`src/rtl/fwd_hazard_unit_pkg.sv`:
```
// Shared constants for the forwarding/hazard unit: mux select encodings and
// the bit layout of a shadow-pipeline slot.
package fwd_hazard_unit_pkg;

    localparam logic [1:0] FWD_REG   = 2'b00;
    localparam logic [1:0] FWD_EXMEM = 2'b01;
    localparam logic [1:0] FWD_MEMWB = 2'b10;

    // Slot layout, LSB first: valid, regWrite, memRead, then rd at [SL_RD +: REG_BITS]
    localparam int SL_VLD = 0;
    localparam int SL_WR  = 1;
    localparam int SL_MR  = 2;
    localparam int SL_RD  = 3;

    function automatic int slot_bits(input int reg_bits);
        return reg_bits + SL_RD;
    endfunction

endpackage

```
`src/rtl/fwd_hazard_unit_if.sv`:
```
// ID-stage request fields and EX-stage forwarding/stall responses.
interface fwd_hazard_unit_if #(
    parameter int REG_BITS = 5,
    parameter int CNT_BITS = 32
);
    logic [REG_BITS-1:0] IdRs;
    logic [REG_BITS-1:0] IdRt;
    logic                IdUsesRs;
    logic                IdUsesRt;
    logic [REG_BITS-1:0] IdRd;
    logic                IdRegWrite;
    logic                IdMemRead;
    logic                Flush;
    logic [1:0]          FwdASel;
    logic [1:0]          FwdBSel;
    logic                Stall;
    logic [CNT_BITS-1:0] StallCount;

    modport master (
        output IdRs, IdRt, IdUsesRs, IdUsesRt, IdRd, IdRegWrite, IdMemRead, Flush,
        input  FwdASel, FwdBSel, Stall, StallCount
    );

    modport slave (
        input  IdRs, IdRt, IdUsesRs, IdUsesRt, IdRd, IdRegWrite, IdMemRead, Flush,
        output FwdASel, FwdBSel, Stall, StallCount
    );
endinterface

```
`src/rtl/fwd_operand_sel.sv`:
```
// Per-operand forwarding select: nearest writing producer wins, r0 never forwards.
module fwd_operand_sel
    import fwd_hazard_unit_pkg::*;
#(
    parameter int REG_BITS = 5
) (
    input  logic [REG_BITS-1:0]       src_i,
    input  logic                      uses_i,
    input  logic [REG_BITS+SL_RD-1:0] ex_slot_i,
    input  logic [REG_BITS+SL_RD-1:0] mem_slot_i,
    output logic [1:0]                sel_o
);
    logic [REG_BITS-1:0] ex_rd, mem_rd;
    logic                ex_hit, mem_hit;
    logic                unused_mem_mr;

    assign ex_rd  = ex_slot_i[SL_RD +: REG_BITS];
    assign mem_rd = mem_slot_i[SL_RD +: REG_BITS];

    // A load in EX has no ALU result yet; the load-use stall covers it.
    assign ex_hit  = ex_slot_i[SL_VLD] & ex_slot_i[SL_WR] & ~ex_slot_i[SL_MR]
                   & (ex_rd != '0) & (ex_rd == src_i);
    assign mem_hit = mem_slot_i[SL_VLD] & mem_slot_i[SL_WR]
                   & (mem_rd != '0) & (mem_rd == src_i);
    assign unused_mem_mr = mem_slot_i[SL_MR];

    always_comb begin
        sel_o = FWD_REG;
        if (uses_i) begin
            if (ex_hit)       sel_o = FWD_EXMEM;
            else if (mem_hit) sel_o = FWD_MEMWB;
        end
    end
endmodule

```
`src/rtl/fwd_hazard_unit.sv`:
```
// Shadow EX/MEM/WB destination tracking, registered operand-mux selects,
// combinational load-use stall and a saturating stall counter.
module fwd_hazard_unit
    import fwd_hazard_unit_pkg::*;
#(
    parameter int REG_BITS = 5,
    parameter int CNT_BITS = 32
) (
    input logic             Clk,
    input logic             Rst,
    fwd_hazard_unit_if.slave io
);
    localparam int SW = slot_bits(REG_BITS);

    logic [SW-1:0]       id_slot, ex_slot_d, ex_slot_q, mem_slot_q, wb_slot_q;
    logic [1:0]          sel_a, sel_b, fwd_a_d, fwd_a_q, fwd_b_d, fwd_b_q;
    logic [CNT_BITS-1:0] cnt_d, cnt_q;
    logic [REG_BITS-1:0] ex_rd;
    logic                load_use, stall, bubble;
    logic                unused_wb;

    assign id_slot = {io.IdRd, io.IdMemRead, io.IdRegWrite, 1'b1};
    assign ex_rd   = ex_slot_q[SL_RD +: REG_BITS];

    assign load_use = ex_slot_q[SL_VLD] & ex_slot_q[SL_MR] & (ex_rd != '0)
                    & ((io.IdUsesRs & (ex_rd == io.IdRs)) | (io.IdUsesRt & (ex_rd == io.IdRt)));
    assign stall    = load_use & ~io.Flush;
    assign bubble   = stall | io.Flush;

    fwd_operand_sel #(.REG_BITS(REG_BITS)) u_sel_a (
        .src_i(io.IdRs), .uses_i(io.IdUsesRs),
        .ex_slot_i(ex_slot_q), .mem_slot_i(mem_slot_q), .sel_o(sel_a)
    );

    fwd_operand_sel #(.REG_BITS(REG_BITS)) u_sel_b (
        .src_i(io.IdRt), .uses_i(io.IdUsesRt),
        .ex_slot_i(ex_slot_q), .mem_slot_i(mem_slot_q), .sel_o(sel_b)
    );

    always_comb begin
        ex_slot_d = bubble ? '0 : id_slot;
        fwd_a_d   = bubble ? FWD_REG : sel_a;
        fwd_b_d   = bubble ? FWD_REG : sel_b;
        cnt_d     = cnt_q;
        if (stall && !(&cnt_q)) cnt_d = cnt_q + CNT_BITS'(1);
    end

    always_ff @(posedge Clk or posedge Rst) begin
        if (Rst) begin
            ex_slot_q  <= '0;
            mem_slot_q <= '0;
            wb_slot_q  <= '0;
            fwd_a_q    <= FWD_REG;
            fwd_b_q    <= FWD_REG;
            cnt_q      <= '0;
        end else begin
            wb_slot_q  <= mem_slot_q;
            mem_slot_q <= ex_slot_q;
            ex_slot_q  <= ex_slot_d;
            fwd_a_q    <= fwd_a_d;
            fwd_b_q    <= fwd_b_d;
            cnt_q      <= cnt_d;
        end
    end

    // WB producers are served by the write-before-read register file.
    assign unused_wb = ^wb_slot_q;

    assign io.FwdASel    = fwd_a_q;
    assign io.FwdBSel    = fwd_b_q;
    assign io.Stall      = stall;
    assign io.StallCount = cnt_q;
endmodule

```
`src/flat_wrapper.sv`:
```
// flat-port wrapper written by rule: the top's interface ports become plain ports
module fwd_hazard_unit_flat import fwd_hazard_unit_pkg::*;
#(
    parameter int REG_BITS = 5,
    parameter int CNT_BITS = 32
)
  (Clk, Rst, io_IdRs, io_IdRt, io_IdUsesRs, io_IdUsesRt, io_IdRd, io_IdRegWrite, io_IdMemRead, io_Flush, io_FwdASel, io_FwdBSel, io_Stall, io_StallCount);
  fwd_hazard_unit_if #(.REG_BITS(REG_BITS), .CNT_BITS(CNT_BITS)) io_i ();
  input logic Clk;
  input logic Rst;
  input wire logic [$bits(io_i.IdRs)-1:0] io_IdRs;
  input wire logic [$bits(io_i.IdRt)-1:0] io_IdRt;
  input wire logic [$bits(io_i.IdUsesRs)-1:0] io_IdUsesRs;
  input wire logic [$bits(io_i.IdUsesRt)-1:0] io_IdUsesRt;
  input wire logic [$bits(io_i.IdRd)-1:0] io_IdRd;
  input wire logic [$bits(io_i.IdRegWrite)-1:0] io_IdRegWrite;
  input wire logic [$bits(io_i.IdMemRead)-1:0] io_IdMemRead;
  input wire logic [$bits(io_i.Flush)-1:0] io_Flush;
  output wire logic [$bits(io_i.FwdASel)-1:0] io_FwdASel;
  output wire logic [$bits(io_i.FwdBSel)-1:0] io_FwdBSel;
  output wire logic [$bits(io_i.Stall)-1:0] io_Stall;
  output wire logic [$bits(io_i.StallCount)-1:0] io_StallCount;
  assign io_i.IdRs = io_IdRs;
  assign io_i.IdRt = io_IdRt;
  assign io_i.IdUsesRs = io_IdUsesRs;
  assign io_i.IdUsesRt = io_IdUsesRt;
  assign io_i.IdRd = io_IdRd;
  assign io_i.IdRegWrite = io_IdRegWrite;
  assign io_i.IdMemRead = io_IdMemRead;
  assign io_i.Flush = io_Flush;
  assign io_FwdASel = io_i.FwdASel;
  assign io_FwdBSel = io_i.FwdBSel;
  assign io_Stall = io_i.Stall;
  assign io_StallCount = io_i.StallCount;
  fwd_hazard_unit #(.REG_BITS(REG_BITS), .CNT_BITS(CNT_BITS)) u_core (.Clk(Clk), .Rst(Rst), .io(io_i));
endmodule
```
`config.mk`:
```
export PLATFORM = sky130hd
export DESIGN_NAME = fwd_hazard_unit_flat
export DESIGN_NICKNAME = d
export VERILOG_FILES = /design/src/rtl/fwd_hazard_unit_pkg.sv /design/src/rtl/fwd_hazard_unit_if.sv /design/src/rtl/fwd_operand_sel.sv /design/src/rtl/fwd_hazard_unit.sv /design/src/flat_wrapper.sv
export SDC_FILE = /design/constraint.sdc
export NUM_CORES = 1
export LEC_CHECK = 0
export BUFFER_PORTS_ARGS = -buffer_cell sky130_fd_sc_hd__clkbuf_2
export CORE_MARGIN = 2
export CORE_UTILIZATION = 38
export CTS_CLUSTER_SIZE = 14
export DETAILED_ROUTE_END_ITERATION = 6
export GPL_ROUTABILITY_DRIVEN = 0
export PLACE_DENSITY = 0.66
export SYNTH_ARGS = -nofsm -noshare
export SYNTH_HDL_FRONTEND = slang
export SYNTH_SLANG_ARGS = --single-unit
```
`constraint.sdc`:
```
create_clock -name Clk -period 3.85 [get_ports Clk]
set_input_delay 0.1925 -clock Clk [delete_from_list [all_inputs] [get_ports Clk]]
set_output_delay 0.1925 -clock Clk [all_outputs]
set_load 0.01 [all_outputs]
```
# After elaboration in Yosys (flattened, before gate mapping)
# Cells that the tools add are included.
# word_totals
register_bits	52
output_inout_bits	37
# classes
n_addsub	1
n_eq_ne	4
n_mux	9
bitwise_logic	19
n_reduce_logical	5
# ops
cell	n
$add A32 B1 Y32 const B	1
$reduce_and A32 Y1	1
$eq A5 B5 Y1	4
$mux W2	8
$and A1 B1 Y1	15
$reduce_bool A5 Y1	2
$mux W8	1
$not A1 Y1	2
$or A1 B1 Y1	2
$logic_and A1 B1 Y1	1
$logic_not A1 Y1	1

# Longest topological paths before layout
# Gate-level depths: netlist of run 1.
# logic_depth
word_depth	7
depth_mapped	7

# Cells and area by module
# Synthesis of run 1 repeated with hierarchy kept, for this count alone.
# unflattened
hier_cells	238
hier_area_um2	2671.3
# modules_own_cells
mod	n_inst	cells_per_inst	area_per_inst_um2
fwd_hazard_unit	1	196	2351.0
fwd_operand_sel	2	21	160.2

# Worst setup path after synthesis of run 1
# OpenSTA, ideal clock, no wires.
# synth_path
path_kind	reg-to-reg
from	reg u_core.ex_slot_q[6]
to	reg u_core.cnt_q[26], in the netlist u_core.io.StallCount[26]
t_arrival_ns	1.846
required_time_ns	3.725
slack_ns	1.879
path_stages_with_launch	8
period_less_slack_ns	1.971
path_cell_list	dfrtp_1 xor2_1 nor4_4 a32oi_2 a211oi_4 buf_6 nand4_1 xnor2_1
# synth_via
elab_chain_cells	6
word_cells_on_any_way	10
# synth_rtl
element	line	text
from (decl)	fwd_hazard_unit.sv:15	logic [SW-1:0] id_slot, ex_slot_d, ex_slot_q, mem_slot_q, wb_slot_q;
from (signal assigned)	fwd_hazard_unit.sv:59	ex_slot_q <= ex_slot_d;
$eq A5 B5 Y1	fwd_hazard_unit.sv:26	& ((io.IdUsesRs & (ex_rd == io.IdRs)) | (io.IdUsesRt & (ex_rd == io.IdRt)));
$and A1 B1 Y1	fwd_hazard_unit.sv:26	
$or A1 B1 Y1	fwd_hazard_unit.sv:26	
$and A1 B1 Y1 *	fwd_hazard_unit.sv:26	
$and A1 B1 Y1 *	fwd_hazard_unit.sv:27	assign stall = load_use & ~io.Flush;
$logic_and A1 B1 Y1 *	fwd_hazard_unit.sv:45	if (stall && !(&cnt_q)) cnt_d = cnt_q + CNT_BITS'(1);
to (signal assigned)	fwd_hazard_unit.sv:62	cnt_q <= cnt_d;
to (decl)	fwd_hazard_unit.sv:17	logic [CNT_BITS-1:0] cnt_d, cnt_q;
# Mark *: on every way between the ends. The rest lies on a longest branch, timed or not.
# A chain may end at the register's enable or synchronous reset.

# Final worst setup path of run 1
# layout_path
from	reg u_core.ex_slot_q[6]
to	reg u_core.cnt_q[18], in the netlist u_core.io.StallCount[18]
# Same word-level chain as after synthesis.

==> flow_summary.json, run 1 <==
{
  "ios": 59,
  "synth_enable_flop_cells": 0,
  "drc": 0,
  "fmax_mhz": 392,
  "busiest_layer": "met2",
  "post_cts_buffers": 0,
  "final.setup.tns_ps": 0,
  "cts_tree": "yes",
  "synthTopCellsByCount": "sky130_fd_sc_hd__dfrtp_1, sky130_fd_sc_hd__xnor2_1, sky130_fd_sc_hd__xor2_1",
  "synthFlopType": "sky130_fd_sc_hd__dfrtp_1",
  "crit_fanout": 24,
  "syn_nets": 225,
  "overall_routed_net_length_um": 4710,
  "status": "finished, final reports clean",
  "setup_viol": 0,
  "synth.top_cell.area_share_pct": 53.3,
  "grt_util_met1_pct": 19.9,
  "final_standard_cell_utilization_of_the_core_pct": 47.8,
  "place_hpwl_um": 3590,
  "clock_skew_ps": 3.07,
  "grt_first_pass_wirelength_um": 8290,
  "syn-mean-instance-area_um2": 11.9,
  "seq_area_frac_synth_pct": 53.3,
  "postSynthRegisterBits": 51,
  "post-synth-top-count-cell": "sky130_fd_sc_hd__dfrtp_1",
  "yosys.area_share.adder_pct": 0.522,
  "routed_wire_length_per_instance_um": 13.9,
  "groute.layer.met2.usage_pct": 22.9,
  "cp-start-kind": "flop",
  "required_time_reported_for_the_critical_path_endpoint_ps": 4040,
  "timing.slew.headroom_pct": 31.4,
  "htree_num_levels": 2,
  "timing.final.crit_period_ps": 2550,
  "iteration_0_drc_count_of_the_detailed_router": 21,
  "asyncSetResetFlopFracSynth_pct": 100,
  "endpoint_kind": "flop",
  "track_usage_pct": 14.7,
  "num_vias": 1692,
  "layout.nets": 286,
  "grt_pass1_vias": 1716,
  "final-hold-violation-count": 0,
  "filler_cell_count": 570,
  "synth_top_family_by_area": "simple AND/OR/NAND/NOR gates",
  "hp_class": "input pin to flop",
  "synth_simple_gate_area_share_pct": 22.6,
  "grt_antenna_before_repair": 0,
  "clkTransAtPathRegs_ps": 90,
  "synth_compound_gate_area_share_pct": 2.87,
  "floorplan.initialDensity_pct": 40.0,
  "cts.sink_count": 51,
  "vias_per_cell": 4.99,
  "grt_overflow": 0,
  "yosys-top-cells-area": "sky130_fd_sc_hd__dfrtp_1, sky130_fd_sc_hd__xnor2_1, sky130_fd_sc_hd__xor2_1",
  "placement.setup.worst_slack_ps": 1320,
  "core-area_mm2": 0.00599,
  "design.die.area_mm2": 0.00696,
  "cts_buffer_depth": 2,
  "antenna-diode-count": 0,
  "leading_area_contributor_after_synthesis": "sky130_fd_sc_hd__dfrtp_1",
  "drv.max_cap_violation_count": 0,
  "gr-usage-met3_pct": 3.78,
  "yosysWarningCount": 0,
  "dieHeight_um": 83.4,
  "router_iterations_before_antenna_repair": 4,
  "synth.distinct_cells": 31,
  "cts-resized-gates": 0,
  "vdd_drop_max_v": 0.000177,
  "pin_count_of_the_biggest_net_entering_global_routing": 52,
  "timing.critical_path.arrival_ps": 2740,
  "number_of_buffers_inserted_by_port_buffering": 58,
  "grt_setup_unrepaired": "false",
  "syn-instance-count": 202,
  "die-width_um": 83.4,
  "slew_violations": 0,
  "power_dens_cells_mw_per_mm2": 347,
  "cts_root_buf": "sky130_fd_sc_hd__clkbuf_8",
  "tritoncts.num_buffers": 5,
  "antenna_left": 0,
  "p_leak_nw": 1.42,
  "core.rowCount": 28,
  "worst_margin_slew_ps": 1030,
  "synth.area.mux_share_pct": 0.470,
  "post-route-worst-setup-slack_ps": 1300,
  "worstSkewPairLatency_ps": 300,
  "synth_xor_xnor_area_share_pct": 18.6,
  "final_min_period_over_clock_period_pct": 66.3,
  "post_route_cells_drive_above_1_share_pct": 28.4,
  "syn_to_final_growth_pct": 19.6,
  "worst-setup-path-type": "flop to flop",
  "mappedNetlistArea_mm2": 0.00240,
  "number_of_buffers_inserted_for_hold_repair_after_clock_tree_synthesis": 0
}
## placed cells by master (no fill, tap or decap), drive strengths merged, types with 7 or more instances in the layout
cell    count
nand4      17
nand3       7
and2        8
clkbuf     64
xor2       22
nand2      12
dfrtp      51
xnor2      29
and3       16
## registers in the layout, summed over array words and instances (netlist names)
register and cells:
u_core.io.FwdBSel 2, u_core.io.StallCount 32, u_core.ex_slot_q 8, u_core.mem_slot_q 7, u_core.io.FwdASel 2
## critical path: stages, from the launching register on
cell and delay [ps]:
sky130_fd_sc_hd__dfrtp_1 430, sky130_fd_sc_hd__xor2_1 200, sky130_fd_sc_hd__nor4_4 330, sky130_fd_sc_hd__a32oi_2 220
sky130_fd_sc_hd__a211oi_4 850, sky130_fd_sc_hd__nand4_1 220, sky130_fd_sc_hd__xnor2_1 180
## logic make-up (layout without fill, tap and decap cells)
logic type	Yosys count	count (layout)
AOI/OAI and AO/OA	6	6
xor gates and xnor gates	51	51
adders and majority gates	1	1
buffers and inverters	6	68
DFF	51	51
muxes	1	1
and+or+nand+nor	86	86
## worst paths after layout
| kind | start | endpoint | slack [ps] | cells after the start |
|---|---|---|---|---|
| worst min-delay path | io_IdRd[4] | u_core.ex_slot_q[7]$_DFF_PP0_ | 90 | 2 |
| min in group asynchronous | Rst | u_core.ex_slot_q[0]$_DFF_PP0_ | 120 | 2 |
| max in group asynchronous | Rst | u_core.io.FwdASel[1]$_DFF_PP0_ | 3090 | 2 |
| worst min register to register | u_core.ex_slot_q[1]$_DFF_PP0_ | u_core.mem_slot_q[1]$_DFF_PP0_ | 380 | 0 |
| worst max register to register | u_core.ex_slot_q[6]$_DFF_PP0_ | u_core.io.StallCount[18]$_DFFE_PP0P_ | 1300 | 6 |
| worst max-delay path | u_core.ex_slot_q[6]$_DFF_PP0_ | u_core.io.StallCount[18]$_DFFE_PP0P_ | 1300 | 6 |
## per-stage QoR
| step | instances | instance area (um^2) | power [mW] | hold slack (ps) |
|---|---|---|---|---|
| final | 339 | 2870 | 0.994 | 93.6 |
| after global routing | 339 | 2870 | 1.04 | 88.9 |
| after CTS | 339 | 2870 | 1.00 | 91.5 |
| after detailed placement | 331 | 2750 | 0.628 | 362 |
| after global placement | 331 | 2750 | 0.627 | 364 |
| after floorplan | 202 | 2400 | 0.601 | 321 |
## where the power goes
part / total [mW] / switching [mW] / internal [mW] / leakage (nW)
clock network: 0.379 / 0.169 / 0.210 / 0.0612
logic: 0.0586 / 0.0338 / 0.0247 / 0.669
registers: 0.557 / 0.0117 / 0.545 / 0.694
## layer usage
metal / wire (um) / share of wire, % / up-vias
li1: - / - / 841
met1: 2280 / 48 / 806
met2: 2110 / 45 / 38
met3: 235 / 5.0 / 7
met4: 74 / 1.6 / 0
met5: 0 / 0 / -
## cell type report
class                      instances  area (um^2)  area share, %
clock buffer                       6         82.6           2.88
clock inverter                     2         35.0           1.22
inverter                           2         7.51          0.262
multi-input combinational        145         1080           37.7
sequential                        51         1280           44.5
tap                               75         93.8           3.28
timing repair buffer              58          290           10.1
Note: power is estimated with default switching activity, not from simulation.
==> run 2: changes to the inputs <==
- ABC_AREA: unset -> 1
- PLACE_DENSITY: 0.66 -> 0.67
- clock period: 3.85 -> 2.1 ns (I/O delays scaled with it)
==> flow_summary.json, run 2 <==
{
  "vdd_drop_max_v": 0.000310,
  "worstSkewPairLatency_ps": 320,
  "hp_class": "input pin to flop",
  "endpoint_kind": "flop",
  "grt_overflow": 0,
  "syn_to_final_growth_pct": 21.3,
  "syn-mean-instance-area_um2": 7.21,
  "routed_wire_length_per_instance_um": 14.0,
  "post-route-cell-area_mm2": 0.00374,
  "postSynthRegisterBits": 51,
  "layout.nets": 523,
  "fmax_mhz": 507,
  "worst_margin_slew_ps": 532,
  "largest_register_ff_count": 32,
  "ios": 59,
  "layout_commonest_cell": "sky130_fd_sc_hd__nand2_1",
  "iteration_0_drc_count_of_the_detailed_router": 321,
  "design.die.area_mm2": 0.00884,
  "tritoncts.num_buffers": 5,
  "clkTransAtPathRegs_ps": 110,
  "cts_root_buf": "sky130_fd_sc_hd__clkbuf_8",
  "status": "finished, final reports clean",
  "drc": 0,
  "seq_area_frac_synth_pct": 41.4,
  "post_route_cells_drive_above_1_share_pct": 17.2,
  "antenna_left": 0,
  "asyncSetResetFlopFracSynth_pct": 100,
  "syn-instance-count": 427,
  "antenna-diode-count": 0,
  "highest-signal-layer": "met4",
  "required_time_reported_for_the_critical_path_endpoint_ps": 2300,
  "mappedNetlistArea_mm2": 0.00308,
  "num_vias": 2943,
  "worst-setup-path-type": "flop to flop",
  "cts_buffer_depth": 2,
  "synthFlopType": "sky130_fd_sc_hd__dfrtp_1",
  "grt_antenna_before_repair": 0,
  "crit_slowest_cell": "sky130_fd_sc_hd__dfrtp_1",
  "cts_tree": "yes",
  "vias_per_cell": 4.88,
  "overall_routed_net_length_um": 8430,
  "power_mw": 1.89,
  "final-hold-violation-count": 0,
  "floorplan.initialDensity_pct": 39.4,
  "place_hpwl_um": 6010,
  "placed_cell_area_mm2": 0.00346,
  "timing.critical_path.arrival_ps": 2180,
  "cts.sink_count": 51,
  "number_of_buffers_inserted_by_port_buffering": 58,
  "router_iterations_before_antenna_repair": 5,
  "power_dens_cells_mw_per_mm2": 505,
  "timing.slew.headroom_pct": 64.5,
  "mostFrequentLayoutCells": "sky130_fd_sc_hd__nand2_1, sky130_fd_sc_hd__clkbuf_2, sky130_fd_sc_hd__dfrtp_1",
  "r2r_start": "u_core.io.StallCount[0]$_DFFE_PP0P_",
  "synth.top_cell.area_share_pct": 41.4,
  "timing.final.crit_period_ps": 1970,
  "clock_skew_ps": 14.9,
  "setup_viol": 0,
  "dieHeight_um": 94.0,
  "die-width_um": 94.0,
  "timing.critical_path.cells": "ha_2 > nand3_4 > nor2_4 > nand3_2 > nor2_2 > nand3_2 > clkinv_1 > nor2_4 > buf_12 > nand2_1 > nand2_1",
  "timing.critical_path.from": "u_core.io.StallCount[0]$_DFFE_PP0P_",
  "critPathMaxStageDelay_ps": 440,
  "fin_hold_ws_ps": 43.4,
  "core-area_mm2": 0.00781,
  "m1WireLength_um": 3870,
  "core.rowCount": 32,
  "wl_met3_um": 641,
  "wl_met2_um": 3800,
  "pin_count_of_the_biggest_net_entering_global_routing": 33,
  "r2r_setup_slack_ps": 130,
  "final_min_period_over_clock_period_pct": 93.9,
  "p_leak_nw": 1.99,
  "synth_enable_flop_cells": 0,
  "grt_pass1_vias": 2842,
  "grt_first_pass_wirelength_um": 14000,
  "synth.distinct_cells": 26,
  "cp-start-kind": "flop",
  "yosysWarningCount": 0,
  "leading_area_contributor_after_synthesis": "sky130_fd_sc_hd__dfrtp_1",
  "syn_nets": 450,
  "worstHoldStart": "io_IdUsesRs",
  "post-synth-top-count-cell": "sky130_fd_sc_hd__nand2_1",
  "slew_violations": 0,
  "track_usage_pct": 20.0,
  "htree_num_levels": 2,
  "final.setup.tns_ps": 0,
  "drv.max_cap_violation_count": 0,
  "synthTopCellsByCount": "sky130_fd_sc_hd__nand2_1, sky130_fd_sc_hd__dfrtp_1, sky130_fd_sc_hd__inv_1, sky130_fd_sc_hd__nor2_1, sky130_fd_sc_hd__xor2_1",
  "crit_fanout": 16,
  "yosys-top-cells-area": "sky130_fd_sc_hd__dfrtp_1, sky130_fd_sc_hd__nand2_1, sky130_fd_sc_hd__xor2_1"
}
-- run 2: worst max-delay path, delay by kind of cell, from the launching register on --
| family | cells | cell delay (ps) |
|---|---|---|
| adders and majority gates | 1 | 260 |
| buffers and inverters | 2 | 350 |
| DFF | 1 | 440 |
| and+or+nand+nor | 8 | 820 |
-- run 2: logic make-up (layout without fill, tap and decap cells) --
logic type                 Yosys count  count (layout)  share of synthesized area (%)
DFF                                 51              51                           41.4
xor gates and xnor gates            33              33                           9.39
AOI/OAI and AO/OA                    5               5                          0.935
and+or+nand+nor                    286             288                           40.1
adders and majority gates            1               1                          0.406
buffers and inverters               51             123                           7.72
-- run 2: report_power, final --
part	switching, mW	internal (mW)	total [mW]
Combinational	0.0934	0.0607	0.154
Sequential	0.0183	0.999	1.02
Clock	0.353	0.362	0.715
Total	0.464	1.42	1.89
-- run 2: final timing paths --
check,end,cells after the start
max,u_core.io.StallCount[0]$_DFFE_PP0P_,11
min,u_core.io.FwdASel[0]$_DFF_PP0_,3
max reg2reg,u_core.io.StallCount[0]$_DFFE_PP0P_,11
min reg2reg,u_core.mem_slot_q[1]$_DFF_PP0_,0
max in group asynchronous,u_core.io.StallCount[22]$_DFFE_PP0P_,4
min in group asynchronous,u_core.ex_slot_q[6]$_DFF_PP0_,3
-- run 2: metal layers --
metal | vias up | GRT usage [%]
met5 | - | 0
met4 | 0 | 4.59
met3 | 12 | 4.33
met2 | 120 | 30.7
met1 | 1335 | 28.9
li1 | 1476 | -
-- run 2: layout make-up --
class                           instances  area, um^2
Tap cell                              102         128
Multi-Input combinational cell        327        1610
Fill cell                             803        4070
Sequential cell                        51        1280
Clock buffer                            5        68.8
Timing Repair Buffer                   71         445
Inverter                               44         165
Clock inverter                          3        47.5
-- run 2: per-stage QoR --
stage / cells / setup slack (ps) / utilization [%]
floorplan: 427 / 400 / -
CTS: 599 / 23.8 / 46.8
finish: 603 / 128 / 47.9
detailed placement: 583 / 41.9 / 44.3
global placement: 583 / 102 / 44.3
global route: 603 / -7.17 / 47.9
-- run 2: repair_timing --
action / 4_1_cts / 5_1_grt
buffers inserted: 0 / 2
hold buffers: 8 / 0
endpoints found under the setup margin: 0 / 32
gates resized for setup: 0 / 4
hold endpoints to repair: 30 / 0
==> run 3: changes to the inputs <==
- CORE_UTILIZATION: 38 -> 50
- PLACE_DENSITY: 0.67 -> 0.82
- SETUP_SLACK_MARGIN: unset -> 0.5
- clock period: 2.1 -> 1.8 ns (I/O delays scaled with it)
==> flow_summary.json, run 3 (synthesis results as in run 2) <==
{
  "core.rowCount": 28,
  "vdd_drop_max_v": 0.000433,
  "p_leak_nw": 2.15,
  "grt_overflow": 0,
  "timing.critical_path.arrival_ps": 1660,
  "power_dens_cells_mw_per_mm2": 515,
  "numPlacedInstances": 577,
  "r2r_start": "u_core.ex_slot_q[4]$_DFF_PP0_",
  "core-area_mm2": 0.00592,
  "worst-setup-path-type": "flop to output pin",
  "layout_commonest_cell": "sky130_fd_sc_hd__nand2_1",
  "grt_antenna_before_repair": 0,
  "fin_hold_ws_ps": 27.8,
  "vias_per_cell": 5.47,
  "crit_fanout": 4,
  "p_sw_share_pct": 26.6,
  "share_of_total_power_in_sequential_cells_pct": 56.8,
  "grt_setup_unrepaired": "true",
  "router_iterations_before_antenna_repair": 7,
  "tritoncts.num_buffers": 5,
  "largest_register_ff_count": 32,
  "gr-usage-met3_pct": 6.09,
  "power.switching_mw": 0.555,
  "track_usage_pct": 28.2,
  "post_route_cells_drive_above_1_share_pct": 28.8,
  "endpoint_kind": "output pin",
  "routed_wire_length_per_instance_um": 14.6,
  "comb_power_share_pct": 9.6,
  "hp_class": "input pin to flop",
  "design.die.area_mm2": 0.00680,
  "worst_margin_slew_ps": 585,
  "floorplan.initialDensity_pct": 52.0,
  "clkTransAtPathRegs_ps": 100,
  "ff2ff_path_depth": 10,
  "drv.max_cap_violation_count": 0,
  "layout.nets": 553,
  "cts_tree": "yes",
  "ios": 59,
  "place_hpwl_um": 6080,
  "setup_viol": 0,
  "antenna_left": 0,
  "drc": 0,
  "cts_root_buf": "sky130_fd_sc_hd__clkbuf_8",
  "pin_count_of_the_biggest_net_entering_global_routing": 27,
  "slew_violations": 0,
  "busiest_layer": "met2",
  "worstSkewPairLatency_ps": 320,
  "die-width_um": 82.5,
  "groute.layer.met2.usage_pct": 45.8,
  "timing.final.crit_period_ps": 1750,
  "worstHoldPathCells": 3,
  "number_of_buffers_inserted_by_port_buffering": 58,
  "cts_buffer_depth": 2,
  "grt_first_pass_wirelength_um": 14500,
  "footprint_of_the_multi_input_gates_mm2": 0.00168,
  "num_vias": 3315,
  "clock_power_share_pct": 33.6,
  "intPower_mw": 1.54,
  "final-hold-violation-count": 0,
  "final-seq-area_mm2": 0.00129,
  "mostFrequentLayoutCells": "sky130_fd_sc_hd__nand2_1, sky130_fd_sc_hd__clkbuf_2, sky130_fd_sc_hd__dfrtp_1",
  "antenna-diode-count": 0,
  "dieHeight_um": 82.5,
  "status": "finished, final reports clean",
  "layoutNonFillerInstCount": 606,
  "final_min_period_over_clock_period_pct": 97.0,
  "overall_routed_net_length_um": 8820,
  "required_time_reported_for_the_critical_path_endpoint_ps": 1710,
  "clock_skew_ps": 10.1,
  "timing.critical_path.from": "u_core.ex_slot_q[4]$_DFF_PP0_",
  "cts.sink_count": 51,
  "cp-start-kind": "flop",
  "timing.slew.headroom_pct": 60.9,
  "fmax_mhz": 573,
  "syn_to_final_growth_pct": 31.8,
  "worstHoldStart": "io_IdUsesRs",
  "htree_num_levels": 2,
  "filler_cell_count": 433,
  "grt_util_met1_pct": 36.7,
  "grt_pass1_vias": 3090,
  "iteration_0_drc_count_of_the_detailed_router": 461
}
-- run 3: power groups by stage --
stage | combinational (mW) | sequential (mW) | clock (mW)
2_1_floorplan | 0.0967 | 1.21 | 0
3_3_place_gp | 0.156 | 1.21 | 0
3_5_place_dp | 0.162 | 1.21 | 0
4_1_cts | 0.188 | 1.19 | 0.716
5_1_grt | 0.228 | 1.19 | 0.746
6_report | 0.202 | 1.19 | 0.702
-- run 3: path summary, 6_finish.rpt --
check	slack, ps	end
max in group asynchronous	930	u_core.io.StallCount[15]$_DFFE_PP0P_
worst min register to register	390	u_core.mem_slot_q[1]$_DFF_PP0_
min in group asynchronous	360	u_core.io.StallCount[10]$_DFFE_PP0P_
worst min-delay path	30	u_core.io.FwdASel[0]$_DFF_PP0_
worst max-delay path	50	io_Stall
worst max register to register	120	u_core.io.StallCount[20]$_DFFE_PP0P_
-- run 3: area by class of cell --
cell class	instances	area share (%)
sequential	51	31.8
inverter	44	4.19
timing repair buffer	102	18.0
clock buffer	5	1.70
tap	75	2.31
clock inverter	3	0.648
multi-input combinational	326	41.3
-- run 3: metal layers --
layer | wire, um | part of all wire [%]
met5 | 0 | 0
met4 | 358 | 4.1
met3 | 870 | 9.9
met2 | 4120 | 47
met1 | 3480 | 39
-- run 3: critical path, stage by stage (launching register included) --
cell	delay (ps)
sky130_fd_sc_hd__dfrtp_2	460
sky130_fd_sc_hd__xor2_1	160
sky130_fd_sc_hd__nor2_2	130
sky130_fd_sc_hd__nand4_1	130
sky130_fd_sc_hd__nand2_2	110
sky130_fd_sc_hd__nand3_4	90
sky130_fd_sc_hd__buf_6	130
sky130_fd_sc_hd__inv_2	40
sky130_fd_sc_hd__buf_6	90
-- run 3: through the flow --
stage	power [mW]	cell area [um^2]	setup slack, ps	utilization, %	TNS (ps)
floorplan	1.30	3100	228	-	0
global placement	1.37	3600	-40.6	60.9	-711
detailed placement	1.37	3600	-112	60.9	-2490
CTS	2.09	3930	41.3	66.4	0
global route	2.16	4060	-54.7	68.5	-91.5
finish	2.09	4060	54.3	68.5	0
-- run 3: what timing repair did --
action	in CTS	in global routing
gates cloned	2	0
endpoints found under the setup margin	45	45
hold buffers	8	0
pin swaps	6	10
setup buffers	6	5
resized for setup	14	35
hold endpoints to repair	32	0
